$ cat src/rtl/gpu_wb_arbiter.sv
// Two-port round-robin Wishbone master arbiter for the GPU slave port.
// One outstanding transaction, registered bus outputs, ack-timeout watchdog.
module gpu_wb_arbiter #(
   parameter int ADDR_W  = 32,
   parameter int DATA_W  = 32,
   parameter int TIMEOUT = 255
) (
   input  logic                clk,
   input  logic                reset,
   input  logic                r0_req,
   input  logic                r0_we,
   input  logic [DATA_W/8-1:0] r0_sel,
   input  logic [ADDR_W-1:0]   r0_adr,
   input  logic [DATA_W-1:0]   r0_dat,
   output logic [DATA_W-1:0]   r0_rdata,
   output logic                r0_done,
   output logic                r0_err,
   input  logic                r1_req,
   input  logic                r1_we,
   input  logic [DATA_W/8-1:0] r1_sel,
   input  logic [ADDR_W-1:0]   r1_adr,
   input  logic [DATA_W-1:0]   r1_dat,
   output logic [DATA_W-1:0]   r1_rdata,
   output logic                r1_done,
   output logic                r1_err,
   output logic                wb_cyc_o,
   output logic                wb_stb_o,
   output logic                wb_we_o,
   output logic [DATA_W/8-1:0] wb_sel_o,
   output logic [ADDR_W-1:0]   wb_adr_o,
   output logic [DATA_W-1:0]   wb_dat_o,
   input  logic [DATA_W-1:0]   wb_dat_i,
   input  logic                wb_ack_i
);

   typedef enum logic [1:0] {
      IDLE = 2'd0,
      BUS  = 2'd1,
      RESP = 2'd2
   } state_t;

   localparam logic [15:0] TERM_CNT = 16'(TIMEOUT - 1);

   state_t              state_r;
   logic                last_grant_r;
   logic                grant_r;
   logic [15:0]         cnt_r;

   logic                req_any_s;
   logic                grant_s;
   logic                we_s;
   logic [DATA_W/8-1:0] sel_s;
   logic [ADDR_W-1:0]   adr_s;
   logic [DATA_W-1:0]   dat_s;

   // Round-robin pick and payload mux for the port that would win this cycle
   always_comb begin
      req_any_s = r0_req | r1_req;
      grant_s   = 1'b0;
      if (r0_req && r1_req) begin
         grant_s = ~last_grant_r;
      end else if (r1_req) begin
         grant_s = 1'b1;
      end else begin
         grant_s = 1'b0;
      end
      if (grant_s) begin
         we_s  = r1_we;
         sel_s = r1_sel;
         adr_s = r1_adr;
         dat_s = r1_dat;
      end else begin
         we_s  = r0_we;
         sel_s = r0_sel;
         adr_s = r0_adr;
         dat_s = r0_dat;
      end
   end

   // Arbiter FSM with registered bus outputs, response pulses and watchdog
   always_ff @(posedge clk) begin
      if (reset) begin
         state_r      <= IDLE;
         last_grant_r <= 1'b1;
         grant_r      <= 1'b0;
         cnt_r        <= 16'd0;
         wb_cyc_o     <= 1'b0;
         wb_stb_o     <= 1'b0;
         wb_we_o      <= 1'b0;
         wb_sel_o     <= '0;
         wb_adr_o     <= '0;
         wb_dat_o     <= '0;
         r0_rdata     <= '0;
         r1_rdata     <= '0;
         r0_done      <= 1'b0;
         r0_err       <= 1'b0;
         r1_done      <= 1'b0;
         r1_err       <= 1'b0;
      end else begin
         r0_done <= 1'b0;
         r0_err  <= 1'b0;
         r1_done <= 1'b0;
         r1_err  <= 1'b0;
         case (state_r)
            IDLE: begin
               if (req_any_s) begin
                  grant_r      <= grant_s;
                  last_grant_r <= grant_s;
                  wb_we_o      <= we_s;
                  wb_sel_o     <= sel_s;
                  wb_adr_o     <= adr_s;
                  wb_dat_o     <= dat_s;
                  wb_cyc_o     <= 1'b1;
                  wb_stb_o     <= 1'b1;
                  cnt_r        <= 16'd0;
                  state_r      <= BUS;
               end else begin
                  state_r <= IDLE;
               end
            end
            BUS: begin
               // Ack is checked first so a terminal-count ack still completes
               if (wb_ack_i) begin
                  if (grant_r) begin
                     r1_rdata <= wb_dat_i;
                     r1_done  <= 1'b1;
                  end else begin
                     r0_rdata <= wb_dat_i;
                     r0_done  <= 1'b1;
                  end
                  wb_cyc_o <= 1'b0;
                  wb_stb_o <= 1'b0;
                  state_r  <= RESP;
               end else if (cnt_r == TERM_CNT) begin
                  if (grant_r) begin
                     r1_err <= 1'b1;
                  end else begin
                     r0_err <= 1'b1;
                  end
                  wb_cyc_o <= 1'b0;
                  wb_stb_o <= 1'b0;
                  state_r  <= RESP;
               end else begin
                  cnt_r <= cnt_r + 16'd1;
               end
            end
            RESP: begin
               state_r <= IDLE;
            end
            default: begin
               wb_cyc_o <= 1'b0;
               wb_stb_o <= 1'b0;
               state_r  <= IDLE;
            end
         endcase
      end
   end

endmodule

$ cat config.mk
export PLATFORM = sky130hd
export DESIGN_NAME = gpu_wb_arbiter
export DESIGN_NICKNAME = d
export VERILOG_FILES = /design/src/rtl/gpu_wb_arbiter.sv
export SDC_FILE = /design/constraint.sdc
export NUM_CORES = 1
export LEC_CHECK = 0
export BUFFER_PORTS_ARGS = -buffer_cell sky130_fd_sc_hd__buf_2
export CELL_PAD_IN_SITES_DETAIL_PLACEMENT = 0
export CELL_PAD_IN_SITES_GLOBAL_PLACEMENT = 2
export CORE_UTILIZATION = 25
export CTS_CLUSTER_DIAMETER = 120
export DETAILED_ROUTE_END_ITERATION = 16
export GPL_TIMING_DRIVEN = 0
export PLACE_DENSITY = 0.78
export SLEW_MARGIN = 0
export SYNTH_ARGS = -nofsm -noshare
export SYNTH_HDL_FRONTEND = slang
export SYNTH_SLANG_ARGS = --single-unit
$ cat constraint.sdc
create_clock -name clk -period 2.1 [get_ports clk]
set_input_delay 0.21 -clock clk [delete_from_list [all_inputs] [get_ports clk]]
set_output_delay 0.21 -clock clk [all_outputs]
set_load 0.02 [all_outputs]
## Yosys cells after proc, flatten, opt, wreduce, memory -nomap -nowiden

Index checks and enable logic that the tools add are counted.
W data, S select, Z words.

- Memories: 0
- Memory bits (read-only): 0
- Memory bits (writable): 0
- Logic and storage cells: 60
- Register bits after elaboration: 158
- Latch bits: 0

- Bitwise logic cells: 7
- $add $sub $neg: 1
- Multiplexer cells: 20
- Divide/modulo/power cells: 0
- Multipliers: 0
- Reductions and logical operators: 10
- Shifts and indexed selects: 0
- Magnitude comparators: 0
- Eq/ne operators: 7

Operator list:

| kind | count |
|---|---|
| $mux W32 | 2 |
| $mux W16 | 3 |
| $pmux W16 S2 | 1 |
| $add A16 B1 Y16 const B | 1 |
| $eq A16 B8 Y1 const B | 1 |
| $mux W1 | 9 |
| $reduce_and A3 Y1 | 3 |
| $ne A2 B2 Y1 const B | 3 |
| $not A1 Y1 | 6 |
| $mux W2 | 2 |
| $mux W4 | 1 |
| $pmux W2 S2 | 1 |
| $reduce_and A4 Y1 | 1 |
| $reduce_or A4 Y1 | 1 |
| $ne A3 B3 Y1 const B | 1 |
| $pmux W1 S3 | 1 |
| $reduce_or A3 Y1 | 1 |
| $eq A2 B1 Y1 const B | 1 |
| $eq A2 B2 Y1 const B | 1 |
| $logic_not A2 Y1 | 1 |
| $reduce_and A2 Y1 | 1 |
| $reduce_bool A2 Y1 | 1 |
| $logic_and A1 B1 Y1 | 1 |
| $or A1 B1 Y1 | 1 |

## Depth between registers and ports, before layout

- Word-level depth: 4
- Depth in mapped cells: 8

## Worst setup path before layout

Ideal clock, no wire load.

- Path kind: register to register
- Start: reg cnt_r[0]
- End: reg cnt_r[15]
- Slack: 0.443 ns
- Buffers on the path: 1
- Arrival: 1.532 ns
- Stages on the path, launching flop included: 9
- Data required time: 1.975 ns
- Clock period less this slack: 1.657 ns
- Cell sequence: dfxtp_1 -> inv_1 -> ha_1 -> nor2b_1 -> and4_1 -> a31o_2 -> buf_4 -> o21ai_0 -> o41ai_1

- Word-level cells in the longest chain between the ends: 4
- Elaborated cells on any way between the ends: 7

RTL lines:

| what | line | source |
|---|---|---|
| from (decl) | 47 | `logic [15:0] cnt_r;` |
| from (signal assigned) | 144 | `cnt_r <= cnt_r + 16'd1;` |
| $add A16 B1 Y16 | 144 |  |
| $mux W16 | 134 | `end else if (cnt_r == TERM_CNT) begin` |
| $mux W16 | 123 | `if (wb_ack_i) begin` |
| $pmux W16 S2 | 104 | `case (state_r)` |

Several ways; a longest one is shown, not always the timed one. The select of a mux whose other input is x is not followed.
A chain may end at the register's enable or synchronous reset.

## Final worst setup path

- Start: reg cnt_r[0]
- End: reg cnt_r[10]

Same word-level chain as after synthesis.

==> run summary <==
Hold Buf Count CTS -> 0
GPL Wtd Cong -> 0.765
Core ar. -> 25100 µm²
drt wl/cell -> 16.1 µm
die width -> 162 µm
post-CTS sizing -> 0
first-pass GRT wire length -> 34300 µm
CP max-delay cell -> dfxtp_1
syn_nets -> 904
Antenna Cells -> 0
clock group share of total power -> 39.7%
Clock Skews -> 0.0162 ns
Slew @ Worst Pin -> 0.669 ns
Synth Flop Type -> dfxtp_1
post-route ant nets -> 0
Yosys top cell by area -> dfxtp_1
via count -> 6261
Iteration-0 DRC Markers -> 294
Post-synth ARST share -> 0%
crit-path leading delay family -> simple AND/OR/NAND/NOR gates
Ports -> 314
Max Clock Freq -> 0.539 GHz
die area -> 26200 µm²
Via density -> 4.47
latest clock arrival within the worst-skew pair -> 0.42 ns
Avg Synthesized Cell Area -> 8.77 µm²
Worst path max stage delay -> 0.41 ns
FF+latch count, synth -> 158
CP Buf/Inv Count -> 1
largest net degree at the start of global routing -> 17
register area -> 3160 µm²
post-synth cell types -> 37
Hold Crit Start -> wb_dat_i[11]
post-route core utilization -> 35.6%
placed inst area -> 8350 µm²
Final Setup Violations -> 0
number of flops mapped to enable cells by yosys -> 0
Yosys warnings -> 0
ratio of cells with drive above 1 in the final layout -> 35.6%
HPWL after DPL -> 17400 µm
Hold Crit Class -> input pin to register
Routed WL -> 22600 µm
CTS tree -> yes
Hold Path End -> r0_rdata[11]
NetSw -> 0.00247 W
Max Cap Violations -> 0
cell with the most instances after synthesis -> dfxtp_1
Worst-path clk slew -> 0.07 ns
commonest cells in the netlist -> dfxtp_1 (158), nand2_1 (135), nor2_1 (75)
CTS sink cnt -> 158
Post-CTS Setup Inserts -> 0
Int Power -> 0.00552 W
slew margin rel. -> 55.4%
CP max FO -> 7
top post-synthesis cells by area -> dfxtp_1 (50%), mux2i_1 (11%), a211oi_1 (8.4%), nand2_1 (7.9%), a21oi_1 (5.6%)
crit end category -> register
final layout net count -> 1235
r2r startpoint -> cnt_r[0]
clock root buffer -> clkbuf_16
Non-Filler Instances -> 1401
Die Y -> 162 µm
FF-to-FF setup slack -> 0.24 ns
post-synth top area share -> 49.6%
Filler Cell Count -> 2771
Initial Util -> 25.4%
RSZ-0062 raised after global routing -> false
Pins Over Slew Limit -> 0
maximum VDD drop -> 0.387 mV
area delta synth->final -> 40.3%
cells after synthesis -> 727
total track usage -> 17.1%
PD cells -> 893 nW/µm²
Leakage -> 4.05 nW
Net Sw Frac -> 30.9%
Req. time, crit path -> 2.41 ns
post-synthesis sequential area ratio -> 49.6%
# H-tree levels -> 4
Worst Path Arrival -> 2.16 ns
Hold Vio Cnt, Final -> 0
Multi-input gate area -> 2920 µm²
initial antenna violation count -> 1
post-route design area -> 8950 µm²
num rows -> 58
setup TNS -> 0 ns
Reg2Reg Depth -> 7
Worst Hold Depth -> 3
DRT Pass-1 Iters -> 4
outcome -> complete, no violations
critical path class -> register to register
DRC -> 0
period utilization -> 88.4%
Clock Path Buffers -> 2
port buffer count -> 312
CP Launch Type -> register
Cell Area, Synth -> 6380 µm²
grt total ovfl -> 0
Worst R2R End -> cnt_r[10]
combinational fraction of design power -> 18.6%
register share of total power -> 41.7%
placed cell count -> 1369
CTS Buf Count -> 17
CP Cell Sequence -> ha_1, and4_1, clkbuf_1, and2_1, a31oi_1, o21ai_0, o31ai_1
vias in the first global route -> 6077
post-layout minimum cycle time -> 1.86 ns
placed cells by master (no fill, tap or decap), drive strengths merged, types with 2 or more instances in the layout:
| cell type | n |
|---|---|
| ha | 2 |
| nand2b | 4 |
| nor4 | 2 |
| and2 | 3 |
| o21ai | 17 |
| nand2 | 135 |
| dfxtp | 158 |
| clkbuf | 48 |
| clkinv | 3 |
| and3 | 5 |
| nor2b | 5 |
| a211oi | 71 |
| inv | 10 |
| buf | 344 |
| a21oi | 71 |
| o31ai | 11 |
| nor3 | 5 |
| a31oi | 5 |
| nand3 | 10 |
| and4 | 3 |
| nor2 | 76 |
| mux2i | 69 |
how the worst max path moves through the flow:
stage | cells past startpoint | startpoint | endpoint | slack [ns]
floorplan | 8 | cnt_r[0] | cnt_r[15] | 0.44
global placement | 4 | reset | grant_r | 0.22
detailed placement | 4 | reset | r1_done | 0.15
CTS | 7 | cnt_r[0] | cnt_r[10] | 0.22
global route | 7 | cnt_r[0] | cnt_r[10] | 0.05
finish | 7 | cnt_r[0] | cnt_r[10] | 0.24
worst min-delay path: cells and delay by family:
| family | cells | cell delay [ns] |
|---|---|---|
| buffers and inverters | 1 | 0.10 |
| AND/OR/NAND/NOR | 1 | 0.05 |
| AO/OA/AOI/OAI | 1 | 0.05 |
metal layers:
metal  up-vias  share of wire (%)  GRT usage (%)  wire, µm
met1      2827                 45           21.3     10100
met4         2               0.48           3.34       109
met2       219                 49           29.8     11100
met5         -              0.049              0        11
li1       3206                  -              -         -
met3         7                5.6           4.34      1270
power by group through the flow:
stage / sequential [W] / clock (W) / combinational, W
floorplan: 0.00365 / 0 / 0.000619
global placement: 0.00339 / 0 / 0.00151
detailed placement: 0.00340 / 0 / 0.00152
CTS: 0.00333 / 0.00327 / 0.00152
global route: 0.00336 / 0.00339 / 0.00163
finish: 0.00333 / 0.00318 / 0.00149
logic make-up (layout without fill, tap and decap cells):
group	count (synthesis)	count (layout)	share of synthesized area (%)
flip-flops	158	158	49.6
adder cells (fa/ha/maj)	2	2	0.392
multiplexers	69	69	10.8
buffers and inverters	63	407	4.61
AND/OR/NAND/NOR	252	252	16.4
AO/OA/AOI/OAI	183	183	18.1
state kept, by name (all words and copies together) (netlist names), 2 cells and up:
register	count
r1_rdata	32
state_r	2
cnt_r	16
r0_rdata	32
wb_adr_o	32
wb_dat_o	32
wb_sel_o	4
stage by stage:
step	setup WS [ns]	hold slack [ns]	power [W]
final	0.243	0.0336	0.00799
after global routing	0.0520	0.0131	0.00838
after CTS	0.218	0.00803	0.00812
after detailed placement	0.146	0.443	0.00492
after global placement	0.221	0.440	0.00491
after floorplan	0.443	0.346	0.00427
area by class of cell:
| class | instances | share of cell area [%] |
|---|---|---|
| flip-flops and latches | 158 | 35.3 |
| multi-input cells | 506 | 32.6 |
| repair buffers | 312 | 17.4 |
| clock buffers | 19 | 5.06 |
| well taps | 330 | 4.61 |
| plain buffers | 61 | 3.20 |
| clock inverters | 13 | 1.61 |
| inverters | 2 | 0.0839 |
(Power assumes the default switching activity.)
